## config.mk

```make
export PLATFORM = sky130hd
export DESIGN_NAME = axis_3_to_1_rr_arbiter_flat
export DESIGN_NICKNAME = d
export VERILOG_FILES = /design/src/rtl/axis_3_to_1_rr_arbiter_if.sv /design/src/rtl/axis_3_to_1_rr_arbiter.sv /design/src/flat_wrapper.sv
export SDC_FILE = /design/constraint.sdc
export NUM_CORES = 1
export LEC_CHECK = 0
export CORE_AREA = 2 2 661 663
export DETAILED_ROUTE_END_ITERATION = 8
export DIE_AREA = 0 0 663 665
export PLACE_DENSITY = 0.3
export SLEW_MARGIN = 20
export SYNTH_ARGS = -nofsm -noshare
export SYNTH_HDL_FRONTEND = slang
export SYNTH_SLANG_ARGS = --single-unit
export TNS_END_PERCENT = 100
```

## constraint.sdc

```tcl
create_clock -name axis_aclk -period 3.1 [get_ports axis_aclk]
set_input_delay 0.31 -clock axis_aclk [delete_from_list [all_inputs] [get_ports axis_aclk]]
set_output_delay 0.31 -clock axis_aclk [all_outputs]
set_load 0.02 [all_outputs]
```

## src/rtl/axis_3_to_1_rr_arbiter_if.sv

```systemverilog
// AXI-Stream channel bundle used by the 3:1 round-robin arbiter.
// master drives the beat fields and valid; slave drives ready.
interface axis_3_to_1_rr_arbiter_if #(
  parameter int TDATA_WIDTH = 256,
  parameter int TUSER_WIDTH = 128
);
  localparam int TKEEP_WIDTH = TDATA_WIDTH / 8;

  logic [TDATA_WIDTH-1:0] tdata;
  logic [TKEEP_WIDTH-1:0] tkeep;
  logic [TUSER_WIDTH-1:0] tuser;
  logic                   tvalid;
  logic                   tready;
  logic                   tlast;

  modport master (
    output tdata,
    output tkeep,
    output tuser,
    output tvalid,
    output tlast,
    input  tready
  );

  modport slave (
    input  tdata,
    input  tkeep,
    input  tuser,
    input  tvalid,
    input  tlast,
    output tready
  );
endinterface

```

## src/rtl/axis_3_to_1_rr_arbiter.sv

```systemverilog
// Packet-granular round-robin arbiter merging three AXI-Stream inputs onto
// one output. A grant is taken in an IDLE cycle and held until the granted
// input's tlast beat is accepted, so packets never interleave.
// Optional macro AXIS_ARB_PKT_COUNT_EN adds saturating per-input packet
// counters pkt_count_0..2.
module axis_3_to_1_rr_arbiter #(
  parameter int TDATA_WIDTH = 256,
  parameter int TUSER_WIDTH = 128
) (
  input  logic                            axis_aclk,
  input  logic                            axis_resetn,
  axis_3_to_1_rr_arbiter_if.slave         axis_input_0,
  axis_3_to_1_rr_arbiter_if.slave         axis_input_1,
  axis_3_to_1_rr_arbiter_if.slave         axis_input_2,
  axis_3_to_1_rr_arbiter_if.master        axis_output
`ifdef AXIS_ARB_PKT_COUNT_EN
  ,
  output logic [31:0]                     pkt_count_0,
  output logic [31:0]                     pkt_count_1,
  output logic [31:0]                     pkt_count_2
`endif
);
  localparam int TKEEP_WIDTH = TDATA_WIDTH / 8;

  typedef enum logic {
    IDLE = 1'b0,
    BUSY = 1'b1
  } state_t;

  state_t                 state_q, state_d;
  logic [1:0]             grant_q, grant_d;
  logic [1:0]             last_grant_q, last_grant_d;
  logic [2:0]             in_tvalid;
  logic [2:0]             in_tready;
  logic [TDATA_WIDTH-1:0] out_tdata;
  logic [TKEEP_WIDTH-1:0] out_tkeep;
  logic [TUSER_WIDTH-1:0] out_tuser;
  logic                   out_tvalid;
  logic                   out_tlast;
  logic                   pkt_done;

  // Search upward from the input after the last one served, wrapping at 3.
  function automatic logic [1:0] rr_pick(input logic [1:0] last, input logic [2:0] req);
    logic [1:0] idx;
    logic       found;
    rr_pick = 2'd0;
    found   = 1'b0;
    for (int i = 1; i <= 3; i++) begin
      idx = 2'((int'(last) + i) % 3);
      if (!found && req[idx]) begin
        rr_pick = idx;
        found   = 1'b1;
      end
    end
  endfunction

  assign in_tvalid = {axis_input_2.tvalid, axis_input_1.tvalid, axis_input_0.tvalid};

  assign axis_input_0.tready = in_tready[0];
  assign axis_input_1.tready = in_tready[1];
  assign axis_input_2.tready = in_tready[2];

  assign axis_output.tdata  = out_tdata;
  assign axis_output.tkeep  = out_tkeep;
  assign axis_output.tuser  = out_tuser;
  assign axis_output.tvalid = out_tvalid;
  assign axis_output.tlast  = out_tlast;

  assign pkt_done = (state_q == BUSY) && out_tvalid && axis_output.tready && out_tlast;

  // State, grant and round-robin pointer registers.
  always_ff @(posedge axis_aclk or negedge axis_resetn) begin
    if (!axis_resetn) begin
      state_q      <= IDLE;
      grant_q      <= 2'd0;
      last_grant_q <= 2'd2;
    end else begin
      state_q      <= state_d;
      grant_q      <= grant_d;
      last_grant_q <= last_grant_d;
    end
  end

  // Arbitration in IDLE; in BUSY mux the granted input through and release on tlast.
  always_comb begin
    state_d      = state_q;
    grant_d      = grant_q;
    last_grant_d = last_grant_q;
    in_tready    = 3'b000;
    out_tvalid   = 1'b0;
    out_tdata    = '0;
    out_tkeep    = '0;
    out_tuser    = '0;
    out_tlast    = 1'b0;
    case (state_q)
      IDLE: begin
        if (|in_tvalid) begin
          grant_d = rr_pick(last_grant_q, in_tvalid);
          state_d = BUSY;
        end
      end
      BUSY: begin
        case (grant_q)
          2'd0: begin
            out_tvalid   = axis_input_0.tvalid;
            out_tdata    = axis_input_0.tdata;
            out_tkeep    = axis_input_0.tkeep;
            out_tuser    = axis_input_0.tuser;
            out_tlast    = axis_input_0.tlast;
            in_tready[0] = axis_output.tready;
          end
          2'd1: begin
            out_tvalid   = axis_input_1.tvalid;
            out_tdata    = axis_input_1.tdata;
            out_tkeep    = axis_input_1.tkeep;
            out_tuser    = axis_input_1.tuser;
            out_tlast    = axis_input_1.tlast;
            in_tready[1] = axis_output.tready;
          end
          2'd2: begin
            out_tvalid   = axis_input_2.tvalid;
            out_tdata    = axis_input_2.tdata;
            out_tkeep    = axis_input_2.tkeep;
            out_tuser    = axis_input_2.tuser;
            out_tlast    = axis_input_2.tlast;
            in_tready[2] = axis_output.tready;
          end
          default: ;
        endcase
        if (out_tvalid && axis_output.tready && out_tlast) begin
          last_grant_d = grant_q;
          state_d      = IDLE;
        end
      end
      default: state_d = IDLE;
    endcase
  end

`ifdef AXIS_ARB_PKT_COUNT_EN
  function automatic logic [31:0] sat_inc(input logic [31:0] c);
    return (c == 32'hFFFF_FFFF) ? c : c + 32'd1;
  endfunction

  // Count accepted tlast beats per input, saturating at all-ones.
  always_ff @(posedge axis_aclk or negedge axis_resetn) begin
    if (!axis_resetn) begin
      pkt_count_0 <= 32'd0;
      pkt_count_1 <= 32'd0;
      pkt_count_2 <= 32'd0;
    end else if (pkt_done) begin
      case (grant_q)
        2'd0:    pkt_count_0 <= sat_inc(pkt_count_0);
        2'd1:    pkt_count_1 <= sat_inc(pkt_count_1);
        2'd2:    pkt_count_2 <= sat_inc(pkt_count_2);
        default: ;
      endcase
    end
  end
`endif
endmodule

```

## src/flat_wrapper.sv

```systemverilog
// flat-port wrapper written by rule: the top's interface ports become plain ports
module axis_3_to_1_rr_arbiter_flat 
#(
  parameter int TDATA_WIDTH = 256,
  parameter int TUSER_WIDTH = 128
)
  (axis_aclk, axis_resetn, axis_input_0_tdata, axis_input_0_tkeep, axis_input_0_tuser, axis_input_0_tvalid, axis_input_0_tlast, axis_input_0_tready, axis_input_1_tdata, axis_input_1_tkeep, axis_input_1_tuser, axis_input_1_tvalid, axis_input_1_tlast, axis_input_1_tready, axis_input_2_tdata, axis_input_2_tkeep, axis_input_2_tuser, axis_input_2_tvalid, axis_input_2_tlast, axis_input_2_tready, axis_output_tdata, axis_output_tkeep, axis_output_tuser, axis_output_tvalid, axis_output_tlast, axis_output_tready);
  axis_3_to_1_rr_arbiter_if #(.TDATA_WIDTH(TDATA_WIDTH), .TUSER_WIDTH(TUSER_WIDTH)) axis_input_0_i ();
  axis_3_to_1_rr_arbiter_if #(.TDATA_WIDTH(TDATA_WIDTH), .TUSER_WIDTH(TUSER_WIDTH)) axis_input_1_i ();
  axis_3_to_1_rr_arbiter_if #(.TDATA_WIDTH(TDATA_WIDTH), .TUSER_WIDTH(TUSER_WIDTH)) axis_input_2_i ();
  axis_3_to_1_rr_arbiter_if #(.TDATA_WIDTH(TDATA_WIDTH), .TUSER_WIDTH(TUSER_WIDTH)) axis_output_i ();
  input  logic axis_aclk;
  input  logic axis_resetn;
  input wire logic [$bits(axis_input_0_i.tdata)-1:0] axis_input_0_tdata;
  input wire logic [$bits(axis_input_0_i.tkeep)-1:0] axis_input_0_tkeep;
  input wire logic [$bits(axis_input_0_i.tuser)-1:0] axis_input_0_tuser;
  input wire logic [$bits(axis_input_0_i.tvalid)-1:0] axis_input_0_tvalid;
  input wire logic [$bits(axis_input_0_i.tlast)-1:0] axis_input_0_tlast;
  output wire logic [$bits(axis_input_0_i.tready)-1:0] axis_input_0_tready;
  input wire logic [$bits(axis_input_1_i.tdata)-1:0] axis_input_1_tdata;
  input wire logic [$bits(axis_input_1_i.tkeep)-1:0] axis_input_1_tkeep;
  input wire logic [$bits(axis_input_1_i.tuser)-1:0] axis_input_1_tuser;
  input wire logic [$bits(axis_input_1_i.tvalid)-1:0] axis_input_1_tvalid;
  input wire logic [$bits(axis_input_1_i.tlast)-1:0] axis_input_1_tlast;
  output wire logic [$bits(axis_input_1_i.tready)-1:0] axis_input_1_tready;
  input wire logic [$bits(axis_input_2_i.tdata)-1:0] axis_input_2_tdata;
  input wire logic [$bits(axis_input_2_i.tkeep)-1:0] axis_input_2_tkeep;
  input wire logic [$bits(axis_input_2_i.tuser)-1:0] axis_input_2_tuser;
  input wire logic [$bits(axis_input_2_i.tvalid)-1:0] axis_input_2_tvalid;
  input wire logic [$bits(axis_input_2_i.tlast)-1:0] axis_input_2_tlast;
  output wire logic [$bits(axis_input_2_i.tready)-1:0] axis_input_2_tready;
  output wire logic [$bits(axis_output_i.tdata)-1:0] axis_output_tdata;
  output wire logic [$bits(axis_output_i.tkeep)-1:0] axis_output_tkeep;
  output wire logic [$bits(axis_output_i.tuser)-1:0] axis_output_tuser;
  output wire logic [$bits(axis_output_i.tvalid)-1:0] axis_output_tvalid;
  output wire logic [$bits(axis_output_i.tlast)-1:0] axis_output_tlast;
  input wire logic [$bits(axis_output_i.tready)-1:0] axis_output_tready;
  assign axis_input_0_i.tdata = axis_input_0_tdata;
  assign axis_input_0_i.tkeep = axis_input_0_tkeep;
  assign axis_input_0_i.tuser = axis_input_0_tuser;
  assign axis_input_0_i.tvalid = axis_input_0_tvalid;
  assign axis_input_0_i.tlast = axis_input_0_tlast;
  assign axis_input_0_tready = axis_input_0_i.tready;
  assign axis_input_1_i.tdata = axis_input_1_tdata;
  assign axis_input_1_i.tkeep = axis_input_1_tkeep;
  assign axis_input_1_i.tuser = axis_input_1_tuser;
  assign axis_input_1_i.tvalid = axis_input_1_tvalid;
  assign axis_input_1_i.tlast = axis_input_1_tlast;
  assign axis_input_1_tready = axis_input_1_i.tready;
  assign axis_input_2_i.tdata = axis_input_2_tdata;
  assign axis_input_2_i.tkeep = axis_input_2_tkeep;
  assign axis_input_2_i.tuser = axis_input_2_tuser;
  assign axis_input_2_i.tvalid = axis_input_2_tvalid;
  assign axis_input_2_i.tlast = axis_input_2_tlast;
  assign axis_input_2_tready = axis_input_2_i.tready;
  assign axis_output_tdata = axis_output_i.tdata;
  assign axis_output_tkeep = axis_output_i.tkeep;
  assign axis_output_tuser = axis_output_i.tuser;
  assign axis_output_tvalid = axis_output_i.tvalid;
  assign axis_output_tlast = axis_output_i.tlast;
  assign axis_output_i.tready = axis_output_tready;
  axis_3_to_1_rr_arbiter #(.TDATA_WIDTH(TDATA_WIDTH), .TUSER_WIDTH(TUSER_WIDTH)) u_core (.axis_aclk(axis_aclk), .axis_resetn(axis_resetn), .axis_input_0(axis_input_0_i), .axis_input_1(axis_input_1_i), .axis_input_2(axis_input_2_i), .axis_output(axis_output_i));
endmodule
```

==> out/results.ini, run 1 <==
[route]
vias = 23400
ant_nets = 0
postRouteWirelength_mm = 365
drc = 0
viasPerCell = 2.50
drt_first_pass_iters = 5
drt-initial-drc-count = 1572
wire_per_inst_um = 38.9

[placement]
dp.final_hpwl_mm = 343
dpl.cell_count = 9307
place_congestion = 0.945
portBuffers = 1677

[worst_setup_path]
cpMostUsedCell = buf_4
critPathKind = flop to output pin
slowest_delay_ns = 0.63
critPathTopFamily = buffers and inverters
slowest_stage = clkdlybuf4s50_1
worstPathArrival_ns = 2.76
start_kind = flop
cp.required_ns = 2.79
path_cells = buf_4, buf_12, buf_4, buf_4, mux2i_1, nor2_1, a21oi_1, nor2_1, clkdlybuf4s50_1
crit_path_end_kind = output pin
cp_max_fo = 7
crit_buf_inv = 5

[sta]
fin_worst_skew_ns = 0.00161
final-setup-viol-count = 0
drv_slew = 0
hold_viol = 0
fin_crit_sh_pct = 99.2
min_period_ns = 3.07
max_freq_ghz = 0.325
hold_slack_ns = 0.321
max_slew_margin_pct = 37.7
max_slew.worst_pin.slew_ns = 0.933

[job]
drv_cap = 0

[yosys]
ys_types = 28
ys_seq_area_share_pct = 1.17
postSynthAreaPerCell_um2 = 5.67
netlist_instances = 1903
netlist_area_um2 = 10800
ys_seq_elements = 5
yosysWarnings = 0
synth.net_count = 3163

[pwr]
ir_drop_v = 0.000421
power.density_nw_per_um2 = 957
leakage_nw = 13.6

[global_route]
grt_pass1_vias = 23200
grt-ovfl-total = 0
antenna_found_initial = 376
grt_usage_pct = 15.9
grt_max_degree = 114
grt_pass1_wl_mm = 421

[cells_and_area]
drive_gt1_share_pct = 17.4
most-common-layout-cells = 1299 x clkdlybuf4s50_1, 833 x nor2_1, 405 x mux2i_1
areaGrowthSynthToFinish_pct = 266
final_cells = 9371
fill_cells = 50400
final_nets = 4849
final_common_cell = clkdlybuf4s50_1

[die]
core_region_area_um2 = 433000
ios = 1678
fp-row-count = 242
die_w_um = 663
start_util_pct = 2.49
die_area_um2 = 441000
die_h_um = 665

[hold_path]
worstHoldPathType = primary input to asynchronous set/reset pin

[clock_tree]
clockBufferDepth = 2
numClockSinks = 5
cts_tree = done
hold_buffers = 0
cts-root-buf = clkbuf_16
clk-insertion-delay-late_ns = 0.23
htreeDepth = 1
path_clk_slew_ns = 0.03
cts_buffers = 3

[outcome]
outcome = finished, final reports clean

[power by group]
| part | leakage (nW) | total [mW] | switching, mW | internal [mW] |
|---|---|---|---|---|
| Sequential | 0.0557 | 0.151 | 0.0514 | 0.0994 |
| Clock | 0.0385 | 0.211 | 0.0407 | 0.170 |
| Combinational | 13.5 | 37.4 | 22.2 | 15.3 |
| Total | 13.6 | 37.8 | 22.3 | 15.5 |
[synth_stat cells, drive strengths merged]
master | instances | area [um^2]
mux2 | 2 | 22.5
a2bb2oi | 1 | 8.76
inv | 7 | 26.3
nand3b | 1 | 7.51
a211o | 1 | 8.76
o21ai | 5 | 25.0
nor2 | 836 | 3140
nand2 | 3 | 11.3
nor2b | 3 | 18.8
o22ai | 1 | 6.26
ha | 3 | 37.5
o211a | 1 | 10.0
buf | 88 | 612
nor3 | 3 | 15.0
nor4b | 1 | 8.76
nand2b | 2 | 12.5
clkbuf | 98 | 368
dfstp | 1 | 26.3
dfrtp | 4 | 100
o31ai | 2 | 15.0
a21oi | 419 | 2100
mux2i | 418 | 4180
a221oi | 1 | 8.76
nor3b | 2 | 20.0
[stage by stage]
| step | setup slack, ns | cell area, um^2 | TNS, ns | power, mW | utilization, % |
|---|---|---|---|---|---|
| after global routing | -0.000323 | 39400 | -0.000323 | 40.0 | 9.10 |
| final | 0.0262 | 39500 | 0 | 37.8 | 9.12 |
| after CTS | 0.00666 | 39400 | 0 | 39.1 | 9.09 |
| after detailed placement | -0.377 | 38900 | -5.29 | 38.2 | 8.97 |
| after floorplan | 1.23 | 10800 | 0 | 11.2 | - |
| after global placement | -0.638 | 38800 | -6.64 | 38.4 | 8.96 |
[worst paths after layout]
check                                              startpoint                            endpoint  slack [ns]  cells past startpoint
max                             u_core.grant_q[1]$_DFFE_PN0P_               axis_output_tuser[66]        0.03                      9
min                                               axis_resetn            u_core.state_q$_DFF_PN0_        0.32                      1
max reg2reg                     u_core.grant_q[1]$_DFFE_PN0P_  u_core.last_grant_q[1]$_DFFE_PN1P_        0.43                      8
min reg2reg                u_core.last_grant_q[0]$_DFFE_PN0P_  u_core.last_grant_q[0]$_DFFE_PN0P_        0.61                      2
max in group asynchronous                         axis_resetn  u_core.last_grant_q[1]$_DFFE_PN1P_        2.51                      1
min in group axis_aclk     u_core.last_grant_q[0]$_DFFE_PN0P_  u_core.last_grant_q[0]$_DFFE_PN0P_        0.61                      2
[what timing repair did]
action,in CTS,in global routing
gates resized for setup,56,3
pin swaps,1,0
setup buffers,9,0
gates cloned,2,0
endpoints found under the setup margin,69,3
[registers in the layout (all words and copies together), names as in the netlist]
signal and cells:
u_core.last_grant_q 2, u_core.grant_q 2, u_core.state_q 1
[area by class of cell]
class	count	area, um^2	share of cell area [%]
Timing Repair Buffer	1867	22000	55.7
Sequential cell	5	134	0.339
Tap cell	5734	7170	18.2
Multi-Input combinational cell	1705	9970	25.2
Antenna cell	49	123	0.310
Inverter	7	33.8	0.0855
Clock buffer	4	78.8	0.200
[logic make-up (layout without fill, tap and decap cells)]
logic type      after synthesis  count (layout)  synth area share [%]
simple gates                851             851                  30.0
compound gates              431             431                  20.2
mux                         420             420                  39.0
buf+inv                     193            1878                  9.33
flops                         5               5                  1.17
fa+ha+maj                     3               3                 0.348
other cells                   0              49                     0
[layer usage]
layer | wire length (um) | GRT usage [%] | share of wire [%]
met5 | 1220 | 0 | 0.33
met4 | 4990 | 1.41 | 1.4
met3 | 50500 | 9.79 | 14
met2 | 181000 | 28.5 | 50
met1 | 127000 | 16.2 | 35
No activity file was read; power rests on OpenSTA's default activity.
==> run 2, diff against run 1 <==
--- a/config.mk
+++ b/config.mk
@@ -6,6 +6,7 @@
 export NUM_CORES = 1
 export LEC_CHECK = 0
 export CORE_AREA = 2 2 661 663
+export CTS_CLUSTER_SIZE = 12
 export DETAILED_ROUTE_END_ITERATION = 8
 export DIE_AREA = 0 0 663 665
 export PLACE_DENSITY = 0.3
==> results of run 2 <==
Final layout, timing and power as in run 1 (identical DEF).
